===== src/rtl/crypt_pkg.sv =====
// Shared definitions for the mask-and-add crypt blocks.
//   ENC / DEC   : encodings of the one-bit mode field
//   DEF_*       : default widths, LFSR seed and Galois feedback taps
//   out_w()     : packed word width {key, x[DATA_W:0], tag}
package crypt_pkg;

  localparam logic ENC = 1'b0;
  localparam logic DEC = 1'b1;

  localparam int DEF_DATA_W = 60;
  localparam int DEF_KEY_W  = 11;
  localparam int DEF_TAG_W  = 6;

  localparam logic [10:0] DEF_SEED = 11'h001;
  localparam logic [10:0] DEF_TAPS = 11'h005;

  // Key field, masked sum with its carry bit, then tag.
  function automatic int out_w(input int data_w, input int key_w, input int tag_w);
    return key_w + data_w + 1 + tag_w;
  endfunction

endpackage


===== src/rtl/mask_add_crypt_pipe_if.sv =====
// Handshake bundle between the data source, the crypt pipe and the channel packer.
//   in_valid/in_ready/in_mode/in_word    : request channel (source -> pipe)
//   out_valid/out_ready/out_mode/
//   out_word/out_err                     : result channel (pipe -> packer)
// master = the testbench/system side driving requests and accepting results,
// slave  = the crypt pipe itself.
interface mask_add_crypt_pipe_if import crypt_pkg::*; #(
  parameter int DATA_W = DEF_DATA_W,
  parameter int KEY_W  = DEF_KEY_W,
  parameter int TAG_W  = DEF_TAG_W
);

  localparam int OUT_W = out_w(DATA_W, KEY_W, TAG_W);

  logic             in_valid;
  logic             in_ready;
  logic             in_mode;
  logic [OUT_W-1:0] in_word;

  logic             out_valid;
  logic             out_ready;
  logic             out_mode;
  logic [OUT_W-1:0] out_word;
  logic             out_err;

  modport master (
    output in_valid, in_mode, in_word, out_ready,
    input  in_ready, out_valid, out_mode, out_word, out_err
  );

  modport slave (
    input  in_valid, in_mode, in_word, out_ready,
    output in_ready, out_valid, out_mode, out_word, out_err
  );

endinterface


===== src/rtl/crypt_mask_gen.sv =====
// Combinational key -> mask expansion.
//   key  in  KEY_W  : mask seed
//   mask out DATA_W : KEY_W-bit groups, LSB group first; groups whose index
//                     mod 4 is 2 or 3 carry ~key, the others carry key. The
//                     top partial group keeps only the low bits of its value.
module crypt_mask_gen import crypt_pkg::*; #(
  parameter int DATA_W = DEF_DATA_W,
  parameter int KEY_W  = DEF_KEY_W
) (
  input  logic [KEY_W-1:0]  key,
  output logic [DATA_W-1:0] mask
);

  // Each mask bit maps to a fixed key bit, so the whole expansion is wiring
  // plus inverters; the partial top group falls out of the truncated loop.
  for (genvar i = 0; i < DATA_W; i++) begin : g_bit
    localparam int GRP = i / KEY_W;
    localparam int BIT = i % KEY_W;
    if ((GRP % 4) >= 2) begin : g_inv
      assign mask[i] = ~key[BIT];
    end else begin : g_pass
      assign mask[i] = key[BIT];
    end
  end

endmodule


===== src/rtl/mask_add_crypt_pipe.sv =====
// Two-stage pipelined mask-and-add encryptor/decryptor.
//   clk       in  : rising-edge clock
//   rst_n     in  : asynchronous active-low reset
//   seed_load in  : reload the key LFSR from seed_val (0 loads 1)
//   seed_val  in  : new LFSR seed
//   bus       slave modport of mask_add_crypt_pipe_if:
//     encrypt: out_word = {key, data + mask (with carry), tag}, key from the
//              LFSR, tag from a wrapping counter; both advance on acceptance.
//     decrypt: out_word = {0, 0, x - mask, tag} with key/x/tag unpacked from
//              in_word; out_err flags a borrow out of x - mask.
module mask_add_crypt_pipe import crypt_pkg::*; #(
  parameter int               DATA_W = DEF_DATA_W,
  parameter int               KEY_W  = DEF_KEY_W,
  parameter int               TAG_W  = DEF_TAG_W,
  parameter logic [KEY_W-1:0] SEED   = KEY_W'(DEF_SEED),
  parameter logic [KEY_W-1:0] TAPS   = KEY_W'(DEF_TAPS)
) (
  input  logic                  clk,
  input  logic                  rst_n,
  input  logic                  seed_load,
  input  logic [KEY_W-1:0]      seed_val,
  mask_add_crypt_pipe_if.slave  bus
);

  localparam int OUT_W = out_w(DATA_W, KEY_W, TAG_W);
  localparam int X_W   = DATA_W + 1;

  // Key/tag generator state
  logic [KEY_W-1:0]  lfsr;
  logic [KEY_W-1:0]  lfsr_next;
  logic [TAG_W-1:0]  tag_cnt;

  // Request decode
  logic              adv_p1;
  logic              adv_p2;
  logic              in_fire;
  logic              enc_fire;
  logic [KEY_W-1:0]  key_sel;
  logic [X_W-1:0]    x_sel;
  logic [TAG_W-1:0]  tag_sel;
  logic [DATA_W-1:0] mask_sel;

  // Stage 1 registers
  logic              vld_p1;
  logic              mode_p1;
  logic [KEY_W-1:0]  key_p1;
  logic [DATA_W-1:0] mask_p1;
  logic [X_W-1:0]    x_p1;
  logic [TAG_W-1:0]  tag_p1;

  // Stage 2 inputs and registers
  logic [OUT_W-1:0]  word_d;
  logic              err_d;
  logic              vld_p2;
  logic              mode_p2;
  logic [OUT_W-1:0]  word_p2;
  logic              err_p2;

  // Galois step: shift left, fold the tap mask in when the MSB falls out.
  function automatic logic [KEY_W-1:0] lfsr_step(input logic [KEY_W-1:0] cur);
    return {cur[KEY_W-2:0], 1'b0} ^ (cur[KEY_W-1] ? TAPS : '0);
  endfunction

  // A zero seed would lock the LFSR at zero forever.
  function automatic logic [KEY_W-1:0] seed_fix(input logic [KEY_W-1:0] val);
    return (val == '0) ? KEY_W'(1) : val;
  endfunction

  // Handshake: each stage moves when the stage ahead of it can take its word,
  // so a full pipe accepts and drains in the same cycle without a bubble.
  assign adv_p2       = !vld_p2 || bus.out_ready;
  assign adv_p1       = !vld_p1 || adv_p2;
  assign bus.in_ready = rst_n && adv_p1;
  assign in_fire      = bus.in_valid && bus.in_ready;
  assign enc_fire     = in_fire && (bus.in_mode == ENC);

  assign lfsr_next = lfsr_step(lfsr);

  // Encrypt takes key/tag from the generators; decrypt unpacks them.
  always_comb begin
    key_sel = lfsr;
    x_sel   = {1'b0, bus.in_word[DATA_W-1:0]};
    tag_sel = tag_cnt;
    if (bus.in_mode == DEC) begin
      key_sel = bus.in_word[OUT_W-1 -: KEY_W];
      x_sel   = bus.in_word[TAG_W +: X_W];
      tag_sel = bus.in_word[TAG_W-1:0];
    end
  end

  crypt_mask_gen #(
    .DATA_W (DATA_W),
    .KEY_W  (KEY_W)
  ) u_mask_gen (
    .key  (key_sel),
    .mask (mask_sel)
  );

  // The seed overrides the advance; the transaction accepted this cycle has
  // already sampled the old key through key_sel.
  always_ff @(posedge clk or negedge rst_n) begin
    if (!rst_n) begin
      lfsr    <= SEED;
      tag_cnt <= '0;
    end else begin
      if (seed_load) begin
        lfsr <= seed_fix(seed_val);
      end else if (enc_fire) begin
        lfsr <= lfsr_next;
      end
      if (enc_fire) begin
        tag_cnt <= tag_cnt + TAG_W'(1);
      end
    end
  end

  // ---- stage 0 -> stage 1: capture mode, key, mask, operand, tag ----
  always_ff @(posedge clk or negedge rst_n) begin
    if (!rst_n) begin
      vld_p1  <= 1'b0;
      mode_p1 <= ENC;
      key_p1  <= '0;
      mask_p1 <= '0;
      x_p1    <= '0;
      tag_p1  <= '0;
    end else if (adv_p1) begin
      vld_p1 <= in_fire;
      if (in_fire) begin
        mode_p1 <= bus.in_mode;
        key_p1  <= key_sel;
        mask_p1 <= mask_sel;
        x_p1    <= x_sel;
        tag_p1  <= tag_sel;
      end
    end
  end

  // Both directions work at DATA_W+1 bits: the top bit is the kept carry on
  // encrypt and the borrow (error flag) on decrypt.
  always_comb begin
    logic [X_W-1:0] sum;
    logic [X_W-1:0] diff;
    sum    = x_p1 + {1'b0, mask_p1};
    diff   = x_p1 - {1'b0, mask_p1};
    word_d = {key_p1, sum, tag_p1};
    err_d  = 1'b0;
    if (mode_p1 == DEC) begin
      word_d = {{KEY_W{1'b0}}, 1'b0, diff[DATA_W-1:0], tag_p1};
      err_d  = diff[DATA_W];
    end
  end

  // ---- stage 1 -> stage 2: register the add/sub result ----
  always_ff @(posedge clk or negedge rst_n) begin
    if (!rst_n) begin
      vld_p2  <= 1'b0;
      mode_p2 <= ENC;
      word_p2 <= '0;
      err_p2  <= 1'b0;
    end else if (adv_p2) begin
      vld_p2 <= vld_p1;
      if (vld_p1) begin
        mode_p2 <= mode_p1;
        word_p2 <= word_d;
        err_p2  <= err_d;
      end
    end
  end

  assign bus.out_valid = vld_p2;
  assign bus.out_mode  = mode_p2;
  assign bus.out_word  = word_p2;
  assign bus.out_err   = err_p2;

endmodule


===== src/flat_wrapper.sv =====
// flat-port wrapper written by rule: the top's interface ports become plain ports
module mask_add_crypt_pipe_flat import crypt_pkg::*;
#(
  parameter int               DATA_W = DEF_DATA_W,
  parameter int               KEY_W  = DEF_KEY_W,
  parameter int               TAG_W  = DEF_TAG_W,
  parameter logic [KEY_W-1:0] SEED   = KEY_W'(DEF_SEED),
  parameter logic [KEY_W-1:0] TAPS   = KEY_W'(DEF_TAPS)
)
  (clk, rst_n, seed_load, seed_val, bus_in_valid, bus_in_mode, bus_in_word, bus_out_ready, bus_in_ready, bus_out_valid, bus_out_mode, bus_out_word, bus_out_err);
  mask_add_crypt_pipe_if #(.DATA_W(DATA_W), .KEY_W(KEY_W), .TAG_W(TAG_W)) bus_i ();
  input  logic clk;
  input  logic rst_n;
  input  logic seed_load;
  input  logic [KEY_W-1:0] seed_val;
  input wire logic [$bits(bus_i.in_valid)-1:0] bus_in_valid;
  input wire logic [$bits(bus_i.in_mode)-1:0] bus_in_mode;
  input wire logic [$bits(bus_i.in_word)-1:0] bus_in_word;
  input wire logic [$bits(bus_i.out_ready)-1:0] bus_out_ready;
  output wire logic [$bits(bus_i.in_ready)-1:0] bus_in_ready;
  output wire logic [$bits(bus_i.out_valid)-1:0] bus_out_valid;
  output wire logic [$bits(bus_i.out_mode)-1:0] bus_out_mode;
  output wire logic [$bits(bus_i.out_word)-1:0] bus_out_word;
  output wire logic [$bits(bus_i.out_err)-1:0] bus_out_err;
  assign bus_i.in_valid = bus_in_valid;
  assign bus_i.in_mode = bus_in_mode;
  assign bus_i.in_word = bus_in_word;
  assign bus_i.out_ready = bus_out_ready;
  assign bus_in_ready = bus_i.in_ready;
  assign bus_out_valid = bus_i.out_valid;
  assign bus_out_mode = bus_i.out_mode;
  assign bus_out_word = bus_i.out_word;
  assign bus_out_err = bus_i.out_err;
  mask_add_crypt_pipe #(.DATA_W(DATA_W), .KEY_W(KEY_W), .TAG_W(TAG_W), .SEED(SEED), .TAPS(TAPS)) u_core (.clk(clk), .rst_n(rst_n), .seed_load(seed_load), .seed_val(seed_val), .bus(bus_i));
endmodule

===== config.mk =====
export PLATFORM = sky130hd
export DESIGN_NAME = mask_add_crypt_pipe_flat
export DESIGN_NICKNAME = d
export VERILOG_FILES = /design/src/rtl/crypt_pkg.sv /design/src/rtl/mask_add_crypt_pipe_if.sv /design/src/rtl/crypt_mask_gen.sv /design/src/rtl/mask_add_crypt_pipe.sv /design/src/flat_wrapper.sv
export SDC_FILE = /design/constraint.sdc
export NUM_CORES = 1
export LEC_CHECK = 0
export CAP_MARGIN = 20
export CORE_MARGIN = 4
export CORE_UTILIZATION = 50
export DETAILED_ROUTE_END_ITERATION = 6
export DONT_BUFFER_PORTS = 1
export PLACE_DENSITY_LB_ADDON = 0.25
export RECOVER_POWER = 100
export SLEW_MARGIN = 20
export SYNTH_ARGS = -nofsm -noshare
export SYNTH_HDL_FRONTEND = slang
export SYNTH_SLANG_ARGS = --single-unit

===== constraint.sdc =====
create_clock -name clk -period 5.8 [get_ports clk]
set_clock_uncertainty 0.15 [all_clocks]
set_input_delay 1.16 -clock clk [delete_from_list [all_inputs] [get_ports clk]]
set_output_delay 1.16 -clock clk [all_outputs]
set_load 0.02 [all_outputs]

After elaboration in Yosys (flattened, before gate mapping)
Index checks and enable logic that the tools add are counted.

Mux-type cells: 9. Add/sub/neg operators: 3. Reduce and logical (&&, ||, !) cells: 11. Bitwise operators: 13.

Operators with widths (count): 78-bit two-way mux (1); 61-bit by 60-bit adder with 61-bit output (1); 61-bit two-way mux (1); 61-bit by 60-bit subtractor with 61-bit output (1); 11-bit two-way mux (4); 1-bit NOT (12); 11-bit logical NOT (1); 11-bit XOR (1); 6-bit by 1-bit adder with 6-bit output, second input constant (1); 6-bit two-way mux (1); 2-bit AND reduction (2); 1-bit logical AND (3); 3-bit two-way mux (1); 1-bit logical NOT (2); 1-bit logical OR (2); 2-bit nonzero test (1); 1-bit two-way mux (1).

Word-level logic and storage cells: 48. Bits in registers: 238. Output and inout port bits: 82.

Longest topological paths before layout
Gate-level depths: netlist of the first run.

Word-level depth: 8. Depth in mapped cells: 13. Depth with buffers taken out: 13.

Modules after synthesis
Synthesis of the first run repeated with hierarchy kept, for this count alone.

Cells, all modules: 2062. Area, all modules: 17469.3 um2.

By module, submodules not included: mask_add_crypt_pipe (instances 1, area each 17060.1 um2, cells an instance 2002); crypt_mask_gen (instances 1, area each 409.1 um2, cells an instance 60).

Least setup slack after synthesis of the first run
OpenSTA, ideal clock, no wires.

Kind: reg2reg. From: reg u_core.mask_p1[55]. To: reg u_core.word_p2[64] (netlist: u_core.bus.out_word[64]). Slack: 2.488 ns. Stages on the path, launching flop included: 13. Buffers on the path: 0. Data required time: 5.524 ns. Setup time: 0.126 ns. Data arrival time: 3.036 ns. Cells stage by stage: dfrtp_1 ha_1 fa_1 nor2b_1 o21bai_1 a31oi_1 o211ai_1 a311oi_2 o21ai_2 a211oi_2 o41ai_1 a2111oi_2 a311o_1.

Word-level cells in the longest chain between the ends: 2.

Ends and longest elaborated chain: from (decl) (line mask_add_crypt_pipe.sv:47) `logic [DATA_W-1:0] mask_p1;`; from (signal assigned) (line mask_add_crypt_pipe.sv:131) `mask_p1 <= mask_sel;`; 61-bit by 60-bit adder with 61-bit output / 61-bit by 60-bit subtractor with 61-bit output (equally long branches) (line mask_add_crypt_pipe.sv:143, mask_add_crypt_pipe.sv:144); 78-bit two-way mux * (line mask_add_crypt_pipe.sv:147) `if (mode_p1 == DEC) begin`; to (signal assigned) (line mask_add_crypt_pipe.sv:164) `word_p2 <= word_d;`; to (decl) (line mask_add_crypt_pipe.sv:56) `logic [OUT_W-1:0] word_p2;`.

Mark *: on every way between the ends. The rest lies on a longest branch, timed or not. A chain may end at the register's enable or synchronous reset.

Worst setup path in the final report of the first run
From: reg u_core.mask_p1[53]. To: reg u_core.word_p2[64] (netlist: u_core.bus.out_word[64]).

The elaborated chain is that of the path after synthesis.

==> results of run 1 <==
==> worst paths after layout <==
kind | from | to | slack, ns
max | u_core.mask_p1[53]$_DFFE_PN0P_ | u_core.bus.out_word[64]$_DFFE_PN0P_ | 0.59
min reg2reg | u_core.tag_p1[2]$_DFFE_PN0P_ | u_core.bus.out_word[2]$_DFFE_PN0P_ | 0.32
max in group asynchronous | rst_n | u_core.lfsr[0]$_DFFE_PN1P_ | 4.99
min | rst_n | u_core.x_p1[27]$_DFFE_PN0P_ | 0.23
min in group clk | u_core.tag_p1[2]$_DFFE_PN0P_ | u_core.bus.out_word[2]$_DFFE_PN0P_ | 0.32
max reg2reg | u_core.mask_p1[53]$_DFFE_PN0P_ | u_core.bus.out_word[64]$_DFFE_PN0P_ | 0.59
==> state kept, by name, summed over array words and instances (netlist names) <==
name and cells:
u_core.bus.out_err 1, u_core.bus.out_mode 1, u_core.bus.out_valid 1, u_core.bus.out_word 78, u_core.lfsr 11, u_core.mask_p1 22, u_core.mode_p1 1, u_core.tag_cnt 6
u_core.tag_p1 6, u_core.vld_p1 1, u_core.x_p1 61
==> metrics by stage <==
stage          worst slack, ns  power [uW]  utilization (%)
2_1_floorplan            2.488        4692                -
3_3_place_gp             1.220        5742            51.15
3_5_place_dp             1.224        5747            51.15
4_1_cts                  1.185        6948            53.06
5_1_grt                 0.4869        7399            52.86
6_report                0.5851        7023            52.86
==> worst max-delay path, delay by kind of cell, from the launching register on <==
| family | cells | cell delay, ns |
|---|---|---|
| simple gates | 3 | 1.37 |
| compound gates | 7 | 2.32 |
| buf+inv | 1 | 0.25 |
| flops | 1 | 0.52 |
| fa+ha+maj | 1 | 0.54 |
==> synth_stat cells (all sizes together), types with 18 or more instances <==
| cell type | count |
|---|---|
| a21oi | 224 |
| nand2 | 207 |
| dfrtp | 188 |
| nor2 | 182 |
| o21ai | 170 |
| ha | 121 |
| mux2i | 90 |
| inv | 85 |
| clkbuf | 83 |
| xnor2 | 53 |
| nor3 | 37 |
| buf | 36 |
| o31ai | 33 |
| nand4 | 29 |
| nand3 | 27 |
| o211ai | 25 |
| nor4 | 23 |
| o21a | 21 |
| o21bai | 21 |
| a21o | 18 |
| nor2b | 18 |
==> metal layers <==
metal | vias to the layer above | global-route usage, % | routed length (um)
met5 | - | 0 | 27
met4 | 4 | 15.04 | 2796
met3 | 140 | 9.109 | 5533
met2 | 768 | 55.13 | 26880
met1 | 7089 | 48.95 | 25900
li1 | 6604 | - | -
==> cell families after synthesis <==
group                    count (synthesis)  share of synthesized area (%)
AO/OA/AOI/OAI                          629                          25.67
multiplexers                            91                          6.017
XOR/XNOR                                57                          3.293
buffers and inverters                  204                          5.175
adder cells (fa/ha/maj)                123                          10.25
flip-flops                             189                          31.21
AND/OR/NAND/NOR                        602                          18.38
==> layout make-up <==
| class | instances | area [sq um] | share of cell area, % |
|---|---|---|---|
| antenna | 2 | 5.005 | 0.03178 |
| clock buffer | 19 | 442.9 | 2.812 |
| clock inverter | 13 | 127.6 | 0.8104 |
| inverter | 85 | 319.1 | 2.026 |
| multi-input combinational | 1502 | 9600 | 60.96 |
| sequential | 189 | 4732 | 30.05 |
| tap | 390 | 488.0 | 3.098 |
| timing repair buffer | 6 | 33.78 | 0.2145 |
==> report_power, final <==
part           total, uW  switching [uW]  internal (uW)
Sequential          2420             731           1690
Combinational       3410            2230           1180
Clock               1190             614            579
Total               7020            3570           3450
==> run_results.csv, run 1 <==
group,metric,value,unit
clock_network,cts_tree,"yes",
run_status,outcome,"finished with violations",
global_routing,grt_max_degree,192,
synthesis,synth_top_area_cell,"dfrtp_1",
worst_setup_path,path_class,"register to register",
routing,ant_nets,0,
clock_network,cts_buffer_depth,2,
synthesis,synth_nets,2113,
floorplan,fp.dieArea,33170,sq um
clock_network,cts.clk_slew.worst_paths,0.08,ns
routing,drc,0,
synthesis,avgSynthCellArea,7.999,sq um
synthesis,synth_ff_type,"dfrtp_1",
floorplan,design.core.area,29800,sq um
final_layout,syn2layout_area_growth,3.896,%
power,power_density,445.9,nW/um^2
clock_network,post-cts-setup-buffer-count,0,
sta,finalSetupTns,0,ns
global_routing,antenna_found_initial,3,
synthesis,ys_seq_elements,189,
final_layout,fillerInstances,2901,
clock_network,ctsHoldBuffers,0,
sta,fin_crit,5.215,ns
worst_setup_path,cp.required,6.06,ns
final_layout,drive_gt1_share,3.638,%
routing,wirelength,61140,um
global_routing,grt_pass1_vias,14160,
global_routing,grt_pass1_wl,90620,um
floorplan,die_width,182.1,um
final_layout,nets,2019,
sta,max_freq,0.1918,GHz
synthesis,synth_edf_count,0,
placed_design,placed_cells,2172,
worst_setup_path,cp-start-kind,"register",
sta,fin_crit_sh,89.91,%
final_layout,design_area,15750,sq um
final_layout,fin_cells,2206,
clock_network,clock-root-buffer,"clkbuf_16",
routing,dr.pass1.iters,6,
routing,viasPerCell,6.621,
placed_design,placed_area,15240,sq um
floorplan,num_rows,63,
floorplan,die_y,182.1,um
worst_setup_path,worst_ep_arrival_time,5.47,ns
placed_design,gp_congestion,1.023,
sta,worst_pin_slew,2.728,ns
synthesis,synth_area,15160,sq um
synthesis,ys_seq_area_share,31.21,%
worst_setup_path,max_stage_delay,0.59,ns
worst_hold_path,hold_path.class,"input pin to asynchronous set/reset pin",
floorplan,initial_core_util,50.87,%
run_status,violations,"max-capacitance violations, max-slew violations",
sta,whs,0.2276,ns
sta,relSlewSlack,-81.87,%
clock_network,clock_latency,0.47,ns
sta,setup_viol,0,
power,ir_drop,0.2803,mV
synthesis,syn_inst,1895,
global_routing,grt-ovfl-total,0,
placed_design,numPortBuffers,0,
synthesis,synth_top_area_share,31.04,%
worst_setup_path,crit_top_cell,"nor4b_1",
final_layout,mostFrequentLayoutCells,"224 x a21oi_1, 207 x nand2_1, 187 x dfrtp_1",
synthesis,synth_cell_type_count,81,
synthesis,synthTopCellsByArea,"dfrtp_1 31%, ha_1 10%, a21oi_1 7.4%",
final_layout,final_common_cell,"a21oi_1",
floorplan,io_pins,177,
clock_network,cts.repair.resized,0,
synthesis,yosysWarnings,0,
power,leakage,0.006772,uW
placed_design,dpl.hpwl,47600,um
clock_network,cts.sinks,189,
worst_setup_path,crit_fanout,14,
routing,dr_total_vias,14610,
sta,slew_viol_final,227,
synthesis,synth-async-reset-ratio,100.0,%
worst_setup_path,cp_cell_sequence,"inv_1, ha_1, or3_1, nor4b_1, nor4b_1, o211ai_1, a311oi_1, o21ai_0, a211oi_1, o41ai_1, a2111oi_2, a311o_1",
sta,finalHoldViolCount,0,
global_routing,grt_usage,36.09,%
sta,rsz0062_at_grt,"false",
clock_network,cts_buffers,17,
routing,drtIter0Drc,1637,
worst_setup_path,crit_path_top_delay_cell,"nor4b_1",
worst_setup_path,end_kind,"register",
run,maxCapViolations,5,
routing,wl_per_cell,27.72,um
worst_setup_path,reg2reg_depth,12,
clock_network,cts_max_level,4,
No activity file was read; power rests on OpenSTA's default activity.
==> inputs of run 2 (changes only) <==
- CORE_UTILIZATION: 50 -> 29
==> run_results.csv, run 2 (synthesized netlist as in run 1, its figures left out) <==
group,metric,value,unit
run_status,outcome,"finished with violations",
run_status,violations,"max-capacitance violations, max-slew violations",
clock_network,cts.clk_slew.worst_paths,0.08,ns
worst_setup_path,timing.rr.start,"u_core.mask_p1[50]$_DFFE_PN0P_",
floorplan,design.core.area,51510,sq um
worst_setup_path,crit_path_start,"u_core.mask_p1[50]$_DFFE_PN0P_",
power,power_density,443.3,nW/um^2
floorplan,num_rows,83,
sta,relSlewSlack,-114.7,%
worst_setup_path,worst_ep_arrival_time,5.36,ns
sta,max_freq,0.1919,GHz
sta,slew_viol_final,192,
floorplan,die_y,236.6,um
clock_network,post-cts-setup-buffer-count,0,
global_routing,grt_usage,22.48,%
sta,finalSetupTns,0,ns
global_routing,grt_pass1_vias,13680,
sta,finalHoldViolCount,0,
worst_setup_path,crit_fanout,9,
worst_setup_path,reg2reg_to,"u_core.bus.out_word[59]$_DFFE_PN0P_",
clock_network,cts.sinks,189,
floorplan,initial_core_util,29.43,%
worst_setup_path,path_class,"register to register",
routing,drtIter0Drc,1298,
final_layout,largest_reg_flops,78,
final_layout,final_common_cell,"a21oi_1",
global_routing,grt_pass1_wl,95070,um
worst_setup_path,cp.required,5.94,ns
clock_network,clock_latency,0.49,ns
final_layout,syn2layout_area_growth,6.612,%
worst_setup_path,reg2reg_depth,12,
routing,ant_nets,0,
final_layout,mostFrequentLayoutCells,"224 x a21oi_1, 207 x nand2_1, 187 x dfrtp_1",
worst_setup_path,endpoint,"u_core.bus.out_word[59]$_DFFE_PN0P_",
worst_setup_path,end_kind,"register",
power,leakage,0.006800,uW
sta,worst_pin_slew,3.221,ns
placed_design,numPortBuffers,0,
worst_setup_path,reg2reg_slack,0.59,ns
placed_design,gp_congestion,0.9783,
clock_network,cts_tree,"yes",
clock_network,cts_max_level,4,
global_routing,grt_max_degree,192,
final_layout,drive_gt1_share,3.581,%
sta,fin_crit_sh,89.86,%
sta,rsz0062_at_grt,"false",
worst_setup_path,cp-start-kind,"register",
placed_design,dpl.hpwl,50570,um
run,maxCapViolations,3,
clock_network,cts.repair.resized,0,
clock_network,ctsHoldBuffers,0,
worst_hold_path,hold_path.class,"input pin to asynchronous set/reset pin",
clock_network,cts_buffer_depth,2,
sta,fin_crit,5.212,ns
routing,drc,0,
routing,dr_total_vias,14210,
routing,wirelength,64200,um
placed_design,place_ws,0.9995,ns
routing,viasPerCell,5.692,
final_layout,design_area,16160,sq um
clock_network,cts_buffers,17,
sta,setup_viol,0,
power,ir_drop,0.2726,mV
routing,wl_per_cell,25.72,um
placed_design,placed_area,15610,sq um
global_routing,antenna_found_initial,0,
sta,finalWorstSetupSlack,0.5879,ns
routing,dr.pass1.iters,5,
floorplan,fp.dieArea,55990,sq um
floorplan,io_pins,177,
global_routing,grt-ovfl-total,0,
clock_network,clock-root-buffer,"clkbuf_16",
floorplan,die_width,236.6,um
final_layout,nets,2020,
-- run 2: changes by cell type in the layout (fill, tap and decap cells not counted), sizes merged --
cell      before  now
clkbuf        22   21
diode          2    1
clkinvlp       1    2
bufinv         0    3
buf            3    5
inv           90   89
clkinv         7    4
-- run 2: report_power, final --
group / internal, uW / switching, uW / leakage (uW)
clock network: 688 / 602 / 0.000293
registers: 1690 / 741 / 0.00224
logic: 1180 / 2260 / 0.00427
-- run 2: cell type report --
| type | count | area [sq um] |
|---|---|---|
| multi-input combinational | 1502 | 9597 |
| timing repair buffer | 7 | 45.04 |
| clock inverter | 13 | 181.4 |
| clock buffer | 19 | 432.9 |
| fill | 5620 | 35350 |
| tap | 680 | 850.8 |
| sequential | 189 | 4732 |
| inverter | 85 | 319.1 |
| antenna | 1 | 2.502 |
-- run 2: layer usage --
| metal | up-vias | GRT usage, % | wire, um |
|---|---|---|---|
| met2 | 584 | 34.82 | 28490 |
| met3 | 72 | 5.847 | 4849 |
| met5 | - | 0 | 0 |
| met4 | 0 | 6.352 | 1626 |
| met1 | 6922 | 31.07 | 29230 |
| li1 | 6629 | - | - |
-- run 2: critical path, stage by stage, from the launching register on --
cell       delay (ns)
dfrtp_1          0.52
inv_1            0.25
ha_1             0.55
nand4_1          0.13
a21oi_1          0.35
o211ai_1         0.20
a2111oi_1        1.18
o21ai_0          0.41
nand2_1          0.27
a41oi_1          0.31
o31ai_1          0.45
o21a_1           0.16
o31ai_1          0.07
-- run 2: metrics by stage --
stage / cells / total power [uW] / hold WS [ns] / util, %
final: 2496 / 7164 / 0.2269 / 31.37
after global routing: 2495 / 7637 / 0.1982 / 31.37
after CTS: 2495 / 7189 / 0.1769 / 31.50
after detailed placement: 2463 / 5866 / 0.3124 / 30.31
after global placement: 2463 / 5884 / 0.3038 / 30.31
after floorplan: 1895 / 4692 / 0.2894 / -
-- run 2: worst min-delay path by stage --
stage	slack [ns]	endpoint	depth (start not counted)	start
5_1_grt	0.20	u_core.bus.out_word[58]$_DFFE_PN0P_	0	rst_n
4_1_cts	0.18	u_core.bus.out_word[58]$_DFFE_PN0P_	0	rst_n
6_report	0.23	u_core.bus.out_word[58]$_DFFE_PN0P_	0	rst_n
3_3_place_gp	0.30	u_core.bus.out_word[2]$_DFFE_PN0P_	2	u_core.tag_p1[2]$_DFFE_PN0P_
3_5_place_dp	0.31	u_core.bus.out_word[3]$_DFFE_PN0P_	2	u_core.tag_p1[3]$_DFFE_PN0P_
2_1_floorplan	0.29	u_core.bus.out_word[0]$_DFFE_PN0P_	2	u_core.tag_p1[0]$_DFFE_PN0P_
